[src/rtl/mtsp_alu_writeback.sv]
// mtsp_alu_writeback: MTSP ALU write-back stage with issue delay line, pending-write scoreboard and RF write port
// Ports:
//   clk_i, rst_i (async, active-high)
//   issue_en_i/issue_addr_i  : SM-stage issue of a register-targeting instruction
//   flush_i                  : kill all in-flight write-backs
//   wmask_i/dest_i           : ALU EX2 result (wmask_i active-low write)
//   qa/qb_addr_i, qa/qb_busy_o : SM hazard query
//   fwd_addr_i, fwd_hit_o, fwd_data_o : forwarding of the write on rf_*
//   rf_we_o/rf_waddr_o/rf_wdata_o : registered register-file write port
//   err_orphan_o             : sticky, ALU wrote with no matching issued slot
// Optional feature macro: MTSP_WB_FORWARD_EN (forwarding instead of one extra busy cycle)
module mtsp_alu_writeback #(
    parameter int ADDR_W = 6,
    parameter int DATA_W = 32,
    parameter int LAT    = 3
) (
    input  logic              clk_i,
    input  logic              rst_i,
    input  logic              issue_en_i,
    input  logic [ADDR_W-1:0] issue_addr_i,
    input  logic              flush_i,
    input  logic              wmask_i,
    input  logic [DATA_W-1:0] dest_i,
    input  logic [ADDR_W-1:0] qa_addr_i,
    input  logic [ADDR_W-1:0] qb_addr_i,
    output logic              qa_busy_o,
    output logic              qb_busy_o,
    input  logic [ADDR_W-1:0] fwd_addr_i,
    output logic              fwd_hit_o,
    output logic [DATA_W-1:0] fwd_data_o,
    output logic              rf_we_o,
    output logic [ADDR_W-1:0] rf_waddr_o,
    output logic [DATA_W-1:0] rf_wdata_o,
    output logic              err_orphan_o
);
    logic [LAT-1:0]    vld_q, vld_d;
    logic [ADDR_W-1:0] addr_q [LAT];
    logic [ADDR_W-1:0] addr_d [LAT];
    logic [2:0]        shd_q, shd_d;
    logic              we_q, we_d;
    logic [ADDR_W-1:0] waddr_q, waddr_d;
    logic [DATA_W-1:0] wdata_q, wdata_d;
    logic              err_q, err_d;
    logic              rf_busy_a, rf_busy_b;
    always_comb begin
        vld_d[0]  = issue_en_i & ~flush_i;
        addr_d[0] = issue_addr_i;
        for (int k = 1; k < LAT; k++) begin
            vld_d[k]  = vld_q[k-1] & ~flush_i;
            addr_d[k] = addr_q[k-1];
        end
        we_d    = vld_q[LAT-1] & ~wmask_i & ~flush_i;
        waddr_d = we_d ? addr_q[LAT-1] : waddr_q;
        wdata_d = we_d ? dest_i : wdata_q;
        // Shadow window lets the ALU drain flushed ops without tripping the orphan check
        shd_d   = flush_i ? 3'(LAT) : (shd_q != 3'd0 ? shd_q - 3'd1 : shd_q);
        err_d   = err_q | (~wmask_i & ~vld_q[LAT-1] & (shd_q == 3'd0));
    end
    always_ff @(posedge clk_i or posedge rst_i) begin
        if (rst_i) begin
            vld_q   <= '0;
            addr_q  <= '{default: '0};
            shd_q   <= '0;
            we_q    <= 1'b0;
            waddr_q <= '0;
            wdata_q <= '0;
            err_q   <= 1'b0;
        end else begin
            vld_q   <= vld_d;
            addr_q  <= addr_d;
            shd_q   <= shd_d;
            we_q    <= we_d;
            waddr_q <= waddr_d;
            wdata_q <= wdata_d;
            err_q   <= err_d;
        end
    end
`ifdef MTSP_WB_FORWARD_EN
    assign fwd_hit_o  = we_q & (waddr_q == fwd_addr_i);
    assign fwd_data_o = fwd_hit_o ? wdata_q : '0;
    assign rf_busy_a  = 1'b0;
    assign rf_busy_b  = 1'b0;
`else
    logic unused_fwd;
    assign unused_fwd = ^fwd_addr_i;
    assign fwd_hit_o  = 1'b0;
    assign fwd_data_o = '0;
    // Without forwarding the register stays busy while its write sits on the RF port
    assign rf_busy_a  = we_q & (waddr_q == qa_addr_i);
    assign rf_busy_b  = we_q & (waddr_q == qb_addr_i);
`endif
    always_comb begin
        qa_busy_o = rf_busy_a;
        qb_busy_o = rf_busy_b;
        for (int k = 0; k < LAT; k++) begin
            qa_busy_o = qa_busy_o | (vld_q[k] & (addr_q[k] == qa_addr_i));
            qb_busy_o = qb_busy_o | (vld_q[k] & (addr_q[k] == qb_addr_i));
        end
    end
    assign rf_we_o      = we_q;
    assign rf_waddr_o   = waddr_q;
    assign rf_wdata_o   = wdata_q;
    assign err_orphan_o = err_q;
endmodule

[config.mk]
export PLATFORM = sky130hd
export DESIGN_NAME = mtsp_alu_writeback
export DESIGN_NICKNAME = d
export VERILOG_FILES = /design/src/rtl/mtsp_alu_writeback.sv
export SDC_FILE = /design/constraint.sdc
export NUM_CORES = 1
export LEC_CHECK = 0
export BUFFER_PORTS_ARGS = -buffer_cell sky130_fd_sc_hd__buf_2
export CAP_MARGIN = 40
export CORE_MARGIN = 3
export CORE_UTILIZATION = 39
export DETAILED_ROUTE_END_ITERATION = 10
export PLACE_DENSITY_LB_ADDON = 0.05
export SLEW_MARGIN = 20
export SYNTH_ARGS = -nofsm -noshare
export SYNTH_HDL_FRONTEND = slang
export SYNTH_SLANG_ARGS = --single-unit
export TNS_END_PERCENT = 30
[constraint.sdc]
create_clock -name clk_i -period 1.92 [get_ports clk_i]
set_clock_uncertainty 0.05 [all_clocks]
set_input_delay 0.096 -clock clk_i [delete_from_list [all_inputs] [get_ports clk_i]]
set_output_delay 0.096 -clock clk_i [all_outputs]
set_load 0.01 [all_outputs]
==> flow_summary_export.csv, run 1 <==
group,metric,value,unit
cts,cts-root-buf,"clkbuf_8",
die,die_h,93.60,µm
die,die-area,8761,µm²
min_path,hp-class,"in2reg",
finish,drive_above_1_share,0.4122,
logic_synthesis,synth_ff_type,"dfrtp_1",
finish,num_antenna_cells,0,
worst_setup_path,crit_fanout,3,
timing,finalSetupViolations,0,
finish,fillers,637,
logic_synthesis,synth_top_area_frac,0.5351,
timing,max_freq,0.5295,GHz
cts,cts_buffers,9,
cts,cts.sinks,64,
worst_setup_path,cp.arrival,1740,ps
worst_setup_path,start_kind,"flop",
job,drv_cap,0,
placed_design,gp_congestion,0.7497,
global_routing,grt_pass1_vias,2186,
pwr,p_leak,2.040,nW
global_routing,grt_first_pass_wirelength,10710,µm
timing,finalHoldViolCount,0,
global_routing,grt_util_met3,0.04666,
finish,area_growth,36.96,%
drt,wl_per_cell,13.62,µm
global_routing,antenna_found_initial,0,
global_routing,overflow,0,
die,pin_count,136,
worst_setup_path,path_class,"reg2out",
timing,period_minus_slack,1889,ps
cts,cts_resized,0,
drt,drtPass1Iterations,4,
die,coreArea,7331,µm²
logic_synthesis,synth_top_cell_by_area,"dfrtp_1",
drt,drt_iter0_drc,77,
drt,routed_wirelength,6471,µm
worst_setup_path,r2r_slack,440,ps
global_routing,grt_use_total,0.1600,
worst_setup_path,endpoint_kind,"output pin",
finish,nets,435,
placed_design,dp_hpwl,4344,µm
timing,layout_setup_ws,31.30,ps
min_path,holdCritStartpoint,"wmask_i",
global_routing,grt_util_met1,0.2067,
drt,drcViolationCount,0,
logic_synthesis,synth_edf_count,0,
cts,cts_tree,"built",
placed_design,dp_slack,375.9,ps
pwr,max-vdd-ir-drop,0.0004237,V
logic_synthesis,yosysWarnings,0,
logic_synthesis,syn_inst,230,
pwr,p_total,3.622,mW
finish,stdcell_count,475,
cts,htreeDepth,3,
worst_setup_path,r2r_end,"rf_wdata_o[4]",
timing,rsz0062_at_grt,"yes",
min_path,worst_hold_path.endpoint,"err_orphan_o",
placed_design,dp.cells,418,
logic_synthesis,yosysUniqueCellTypes,21,
logic_synthesis,ys_async_sr_fraction,1.000,
finish,final_common_cell,"buf_2",
global_routing,grt_max_degree,65,
finish,final_cell_mix,"buf_2, dfrtp_1, dlygate4sd3_1",
timing,finalMaxSlewViolations,0,
cts,clk_pin_slew,70,ps
status,status,"finished clean",
pwr,power_density,883.5,nW/µm²
worst_setup_path,r2r-start,"vld_q[2]",
drt,vias_per_cell,4.307,
die,initial_core_util,0.4083,
die,die_x,93.60,µm
logic_synthesis,synthTopCellsByArea,"dfrtp_1, mux2_2, buf_4",
die,rows,31,
worst_setup_path,cp.required,1770,ps
logic_synthesis,netlist_area,2993,µm²
worst_setup_path,reg2reg_depth,3,
min_path,hold_depth,3,
cts,insertion_delay,330,ps
drt,ant_nets,0,
cts,cts_max_path_buffers,2,
logic_synthesis,ys_seq_elements,64,
logic_synthesis,synth_area_per_cell,13.01,µm²
drt,vias,2046,
global_routing,met2_usage,0.2496,
logic_synthesis,synth-seq-area-share,0.5351,
placed_design,port_buffers,96,
timing,period_share,0.9837,
global_routing,busiest_layer,"met2",
worst max-delay path, cell delays in order, from the launching register on:
cell and delay (ps):
dfrtp_1 410, xnor2_1 150, nand4_1 100, nor4_1 50, or4_1 530, buf_2 160
per-layer routing:
| metal | up-vias | wire [µm] |
|---|---|---|
| met5 | - | 0 |
| met4 | 0 | 82 |
| met3 | 7 | 516 |
| met2 | 81 | 3048 |
| met1 | 976 | 2824 |
| li1 | 982 | - |
cell families after synthesis:
group                      synth area share
DFF                                  0.5351
xor gates and xnor gates             0.1434
buffers and inverters                0.1045
muxes                                0.1463
and+or+nand+nor                     0.05686
adders and majority gates          0.008360
AOI/OAI and AO/OA                  0.004180
other                              0.001253
per-stage QoR:
stage / instance area (µm²) / hold WS [ps] / utilization / TNS [ps]
2_1_floorplan: 3113 / 77.43 / - / 0
3_3_place_gp: 3473 / 151.6 / 0.4738 / 0
3_5_place_dp: 3473 / 150.3 / 0.4738 / 0
4_1_cts: 4099 / 65.02 / 0.5591 / 0
5_1_grt: 4099 / 91.22 / 0.5591 / -76.36
6_report: 4099 / 85.83 / 0.5591 / 0
state kept, by name (all words and copies together), names as in the netlist:
| name | cells |
|---|---|
| rf_wdata_o | 32 |
| rf_we_o | 1 |
| addr_d | 12 |
| rf_waddr_o | 6 |
| shd_q | 3 |
| vld_q | 3 |
| err_orphan_o | 1 |
| addr_q | 6 |
cell usage after synthesis (2+ instances only):
cell type and n:
nor2_1 3, xnor2_1 24, inv_1 4, or4_1 2
nand4_1 8, buf_2 3, nor4_1 8, mux2_2 38
buf_4 35, dfrtp_1 64, nor2b_1 3, clkbuf_2 4
ha_1 2, xor2_1 25
final cells by class:
type	instances	area, µm²	share of cell area
timing repair buffer	141	948.4	0.2314
multi-input combinational	152	1205	0.2940
tap	99	123.9	0.03022
clock buffer	12	165.2	0.04029
inverter	4	15.01	0.003663
clock inverter	3	40.04	0.009768
sequential	64	1602	0.3907
worst max path at each step:
| stage | from | to | slack (ps) |
|---|---|---|---|
| 3_5_place_dp | addr_q[3] | qb_busy_o | 380 |
| 4_1_cts | addr_d[8] | qa_busy_o | 7 |
| 3_3_place_gp | addr_d[8] | qa_busy_o | 380 |
| 5_1_grt | addr_d[2] | qa_busy_o | -50 |
| 2_1_floorplan | rst_i | addr_d[0] | 180 |
| 6_report | addr_d[2] | qa_busy_o | 30 |
power by group:
part	internal [mW]	total, mW	switching [mW]
clock network	0.695	1.19	0.491
registers	1.54	1.67	0.125
logic	0.415	0.769	0.354
total	2.65	3.62	0.970
what timing repair did:
item                                    CTS  global route
buffers inserted                          0             0
endpoints found under the setup margin    0             2
endpoints found under the hold margin   106             0
hold buffers                             42             0
(Power assumes the default switching activity.)
==> run 2, diff against run 1 <==
- CORE_MARGIN: 3 -> 1.5
==> run 2 against run 1 <==
Against the previous run:
- sequential share of layout area shrank 0.14 points
- design area grew 0.43%
- die area fell by 6.3%
- setup slack worse by 26 ps
- clock-buffer cell count is the same
- routed wire length decreased by 3.1%
- cell count up 1.1%
- via count rose by 1.5%
- worst hold slack worse by 7.6 ps
- utilization grew 0.24 points
- clock power down 12%
- highest routed layer unchanged
- maximum frequency fell by 1.3%
==> flow_summary_export.csv, run 2 (synthesized netlist as in run 1, its figures left out) <==
group,metric,value,unit
status,status,"finished clean",
worst_setup_path,critPathTopFamily,"simple AND/OR/NAND/NOR gates",
die,die-area,8208,µm²
die,pin_count,136,
worst_setup_path,cp_slowest_stage_delay,470,ps
pwr,max-vdd-ir-drop,0.0005707,V
cts,htreeDepth,3,
finish,nets,439,
placed_design,port_buffers,96,
die,die_h,90.60,µm
finish,final_common_cell,"buf_2",
timing,period_minus_slack,1914,ps
worst_setup_path,cp.arrival,1770,ps
placed_design,dp_slack,383.1,ps
cts,cts_buffers,9,
timing,layout_setup_ws,5.552,ps
placed_design,gp_congestion,0.7381,
worst_setup_path,worst_path_max_delay_cell,"or4_1",
job,drv_cap,0,
finish,area_growth,37.54,%
worst_setup_path,cp.buffers_inverters,2,
timing,finalMaxSlewViolations,0,
drt,drcViolationCount,0,
cts,cts.sinks,64,
die,initial_core_util,0.4083,
finish,largest_reg_flops,32,
worst_setup_path,path_cells,"buf_4, xor2_1, nor4_1, or4_1, buf_2",
timing,finalHoldViolCount,0,
worst_setup_path,path_class,"reg2out",
finish,drive_above_1_share,0.4226,
global_routing,grt_use_total,0.1678,
drt,wl_per_cell,13.06,µm
die,coreArea,7331,µm²
drt,drtPass1Iterations,4,
global_routing,overflow,0,
global_routing,grt_first_pass_wirelength,10600,µm
placed_design,dp_hpwl,4194,µm
die,die_x,90.60,µm
cts,insertion_delay,340,ps
timing,max_freq,0.5223,GHz
timing,tns,0,ps
cts,cts_max_path_buffers,2,
global_routing,grt_max_degree,65,
worst_setup_path,crit_fanout,3,
worst_setup_path,endpoint_kind,"output pin",
drt,drt_iter0_drc,76,
worst_setup_path,start_kind,"flop",
finish,stdcell_count,480,
timing,period_share,0.9971,
global_routing,grt_pass1_vias,2228,
placed_design,dp.cells,418,
cts,clk_pin_slew,70,ps
finish,final_cell_mix,"buf_2, dfrtp_1, dlygate4sd3_1",
die,rows,31,
drt,routed_wirelength,6269,µm
finish,num_antenna_cells,0,
pwr,p_leak,2.039,nW
cts,cts_tree,"built",
worst_setup_path,cp.required,1770,ps
global_routing,antenna_found_initial,0,
pwr,power_density,854.1,nW/µm²
drt,vias_per_cell,4.325,
cts,cts-root-buf,"clkbuf_8",
timing,finalSetupViolations,0,
min_path,hp-class,"in2reg",
timing,rsz0062_at_grt,"yes",
drt,vias,2076,
drt,ant_nets,0,
==> run 2: path summary, 6_finish.rpt <==
path	endpoint	cells past startpoint	from	slack (ps)
max	qb_busy_o	5	addr_d[8]	6
min	err_orphan_o	3	wmask_i	80
max reg2reg	rf_wdata_o[10]	3	vld_q[2]	420
min reg2reg	addr_q[1]	0	addr_d[1]	380
max in group asynchronous	rf_waddr_o[3]	4	rst_i	1200
min in group asynchronous	rf_wdata_o[31]	4	rst_i	310
==> run 2: metrics by stage <==
| stage | hold slack (ps) | utilization | area (µm²) | power, mW |
|---|---|---|---|---|
| global placement | 150.9 | 0.4738 | 3473 | 2.390 |
| CTS | 55.42 | 0.5562 | 4078 | 3.544 |
| detailed placement | 147.5 | 0.4738 | 3473 | 2.402 |
| finish | 78.23 | 0.5615 | 4116 | 3.516 |
| global route | 69.27 | 0.5615 | 4116 | 3.724 |
| floorplan | 77.43 | - | 3113 | 2.150 |
==> run 2: tightest hold or removal path, stage by stage <==
cell and delay, ps:
buf_2 110, nor2_1 50, a21o_1 170
==> run 2: area by class of cell <==
| cell class | instances | area, µm² |
|---|---|---|
| Multi-Input combinational cell | 152 | 1212 |
| Sequential cell | 64 | 1603 |
| Clock inverter | 4 | 28.78 |
| Clock buffer | 12 | 155.1 |
| Inverter | 4 | 15.01 |
| Timing Repair Buffer | 145 | 978.4 |
| Fill cell | 642 | 3214 |
| Tap cell | 99 | 123.9 |
==> run 2: where the power goes <==
| group | switching, mW | total [mW] | internal [mW] | leakage [nW] |
|---|---|---|---|---|
| sequential | 0.120 | 1.66 | 1.54 | 0.795 |
| combinational | 0.371 | 0.804 | 0.433 | 1.16 |
| clock | 0.511 | 1.05 | 0.539 | 0.0886 |
==> run 2: routing by layer <==
| metal | vias to the layer above | global-route usage | wire length [µm] |
|---|---|---|---|
| met3 | 11 | 0.06566 | 469 |
| met1 | 986 | 0.2024 | 2698 |
| met5 | - | 0 | 0 |
| met2 | 90 | 0.2732 | 3012 |
| li1 | 989 | - | - |
| met4 | 0 | 0.05556 | 88 |
==> run 2: what timing repair did <==
action,4_1_cts,5_1_grt
hold buffers,42,0
resized for setup,0,2
hold endpoints to repair,106,0
setup endpoints to repair,0,2
setup buffers,0,4
==> run 3, diff against run 2 <==
- CTS_CLUSTER_SIZE: default -> 16
- PLACE_DENSITY: default -> 0.68
- PLACE_DENSITY_LB_ADDON: 0.05 -> default
==> run 3 against run 2 <==
Against the previous run:
- maximum frequency grew 1.5%
- highest routed layer unchanged
- sequential share of layout area about the same
- design area is essentially flat
- critical path depth did not move
- non-clock buffer count fell by 3
- die area unchanged
- routed wire length rose by 4.6%
- utilization about the same
==> flow_summary_export.csv, run 3 (synthesized netlist as in run 1, its figures left out) <==
group,metric,value,unit
status,status,"finished clean",
pwr,p_comb_frac,0.210,
worst_setup_path,path_class,"reg2out",
global_routing,overflow,0,
worst_setup_path,endpoint_kind,"output pin",
worst_setup_path,cp_slowest_stage_delay,540,ps
pwr,max-vdd-ir-drop,0.0007867,V
drt,routed_wirelength,6560,µm
pwr,sw_frac_of_total,0.2702,
cts,clk_pin_slew,70,ps
pwr,p_sw,1.009,mW
worst_setup_path,r2r_slack,340,ps
worst_setup_path,critPathTopFamily,"simple AND/OR/NAND/NOR gates",
drt,drcViolationCount,0,
die,rows,31,
die,die_h,90.60,µm
pwr,power_density,906.4,nW/µm²
global_routing,met2_usage,0.2763,
die,die_x,90.60,µm
die,die-area,8208,µm²
cts,cts_buffers,9,
finish,final_cell_mix,"buf_2, dfrtp_1, dlygate4sd3_1",
timing,period_minus_slack,1887,ps
cts,insertion_delay,330,ps
min_path,hp-class,"in2reg",
finish,largest_reg_flops,32,
worst_setup_path,cp.buffers_inverters,1,
pwr,p_total,3.732,mW
placed_design,dpl_cell_area,3461,µm²
drt,wl_per_cell,13.75,µm
drt,ant_nets,0,
cts,htreeDepth,3,
global_routing,grt_first_pass_wirelength,10760,µm
die,initial_core_util,0.4083,
timing,finalSetupViolations,0,
drt,drt_iter0_drc,91,
timing,whs,88.44,ps
drt,drtPass1Iterations,4,
pwr,p_seq_frac,0.449,
finish,nets,436,
cts,cts.sinks,64,
cts,cts_max_path_buffers,2,
timing,period_share,0.9826,
finish,num_antenna_cells,0,
timing,layout_setup_ws,33.47,ps
cts,cts_tree,"built",
die,pin_count,136,
finish,regArea,1602,µm²
drt,vias_per_cell,4.423,
global_routing,grt_pass1_vias,2246,
pwr,pwr-share-clk,0.341,
placed_design,dp.cells,418,
finish,stdcell_count,477,
cts,cts-root-buf,"clkbuf_8",
global_routing,grt_use_total,0.1662,
worst_setup_path,cp.required,1770,ps
global_routing,antenna_found_initial,0,
worst_setup_path,path_cells,"xnor2_2, nand4_1, nor4_1, or4_1, buf_2",
worst_setup_path,cp.arrival,1740,ps
pwr,p_leak,2.045,nW
worst_setup_path,crit_fanout,3,
worst_setup_path,start_kind,"flop",
timing,finalHoldViolCount,0,
timing,tns,0,ps
worst_setup_path,cp.depth,5,
global_routing,busiest_layer,"met2",
finish,stdcell_area,4118,µm²
finish,drive_above_1_share,0.4153,
worst_setup_path,worst_path_max_delay_cell,"or4_1",
finish,multi_input_area,1212,µm²
drt,vias,2110,
global_routing,grt_util_met3,0.05640,
placed_design,gp_congestion,0.8114,
finish,fillers,604,
finish,post-route-util,0.5617,
finish,area_growth,37.58,%
die,coreArea,7331,µm²
global_routing,grt_max_degree,65,
pwr,p_int,2.724,mW
placed_design,dp_slack,339.5,ps
worst_setup_path,reg2reg_depth,3,
min_path,hold_depth,3,
job,drv_cap,0,
timing,finalMaxSlewViolations,0,
placed_design,dp_hpwl,4391,µm
placed_design,port_buffers,96,
global_routing,grt_util_met1,0.2010,
timing,max_freq,0.5301,GHz
timing,rsz0062_at_grt,"yes",
finish,final_common_cell,"buf_2",
[run 3: changes by cell type in the layout (fill, tap and decap cells not counted), sizes merged]
cell / before / now
buf: 103 / 100
bufinv: 0 / 2
clkbuf: 12 / 11
clkinv: 2 / 1
[run 3: timing repair]
item                                   4_1_cts  5_1_grt
pin swaps                                    0        4
gates resized for setup                      0        1
setup endpoints to repair                    1        2
hold buffers                                42        0
endpoints found under the hold margin      106        0
setup buffers                                1        0
[run 3: path summary, 6_finish.rpt]
kind / to / from
max: qa_busy_o / addr_d[8]
min: err_orphan_o / wmask_i
max reg2reg: rf_wdata_o[17] / vld_q[2]
min reg2reg: addr_d[1] / addr_d[7]
max in group asynchronous: rf_wdata_o[7] / rst_i
min in group asynchronous: rf_wdata_o[19] / rst_i
[run 3: metal layers]
layer	routed length, µm	vias up	share of wire
met5	0	-	0
met2	3225	104	0.49
met1	2786	1012	0.42
met4	58	0	0.0088
li1	-	989	-
met3	489	5	0.075
[run 3: tightest hold or removal path, delay by kind of cell]
kind | cells | cell delay (ps)
compound gates | 1 | 170
buf+inv | 1 | 110
simple gates | 1 | 50
[run 3: final cells by class]
class	instances	area share
clock inverters	5	0.01945
inverters	4	0.003646
repair buffers	142	0.2291
multi-input cells	152	0.2944
flip-flops and latches	64	0.3889
clock buffers	11	0.03434
well taps	99	0.03008
[run 3: power by group through the flow]
stage / Combinational (mW) / Clock [mW] / Sequential [mW]
floorplan: 0.390 / 0 / 1.76
global placement: 0.700 / 0 / 1.68
detailed placement: 0.714 / 0 / 1.69
CTS: 0.784 / 1.30 / 1.67
global route: 0.856 / 1.36 / 1.70
finish: 0.784 / 1.27 / 1.68
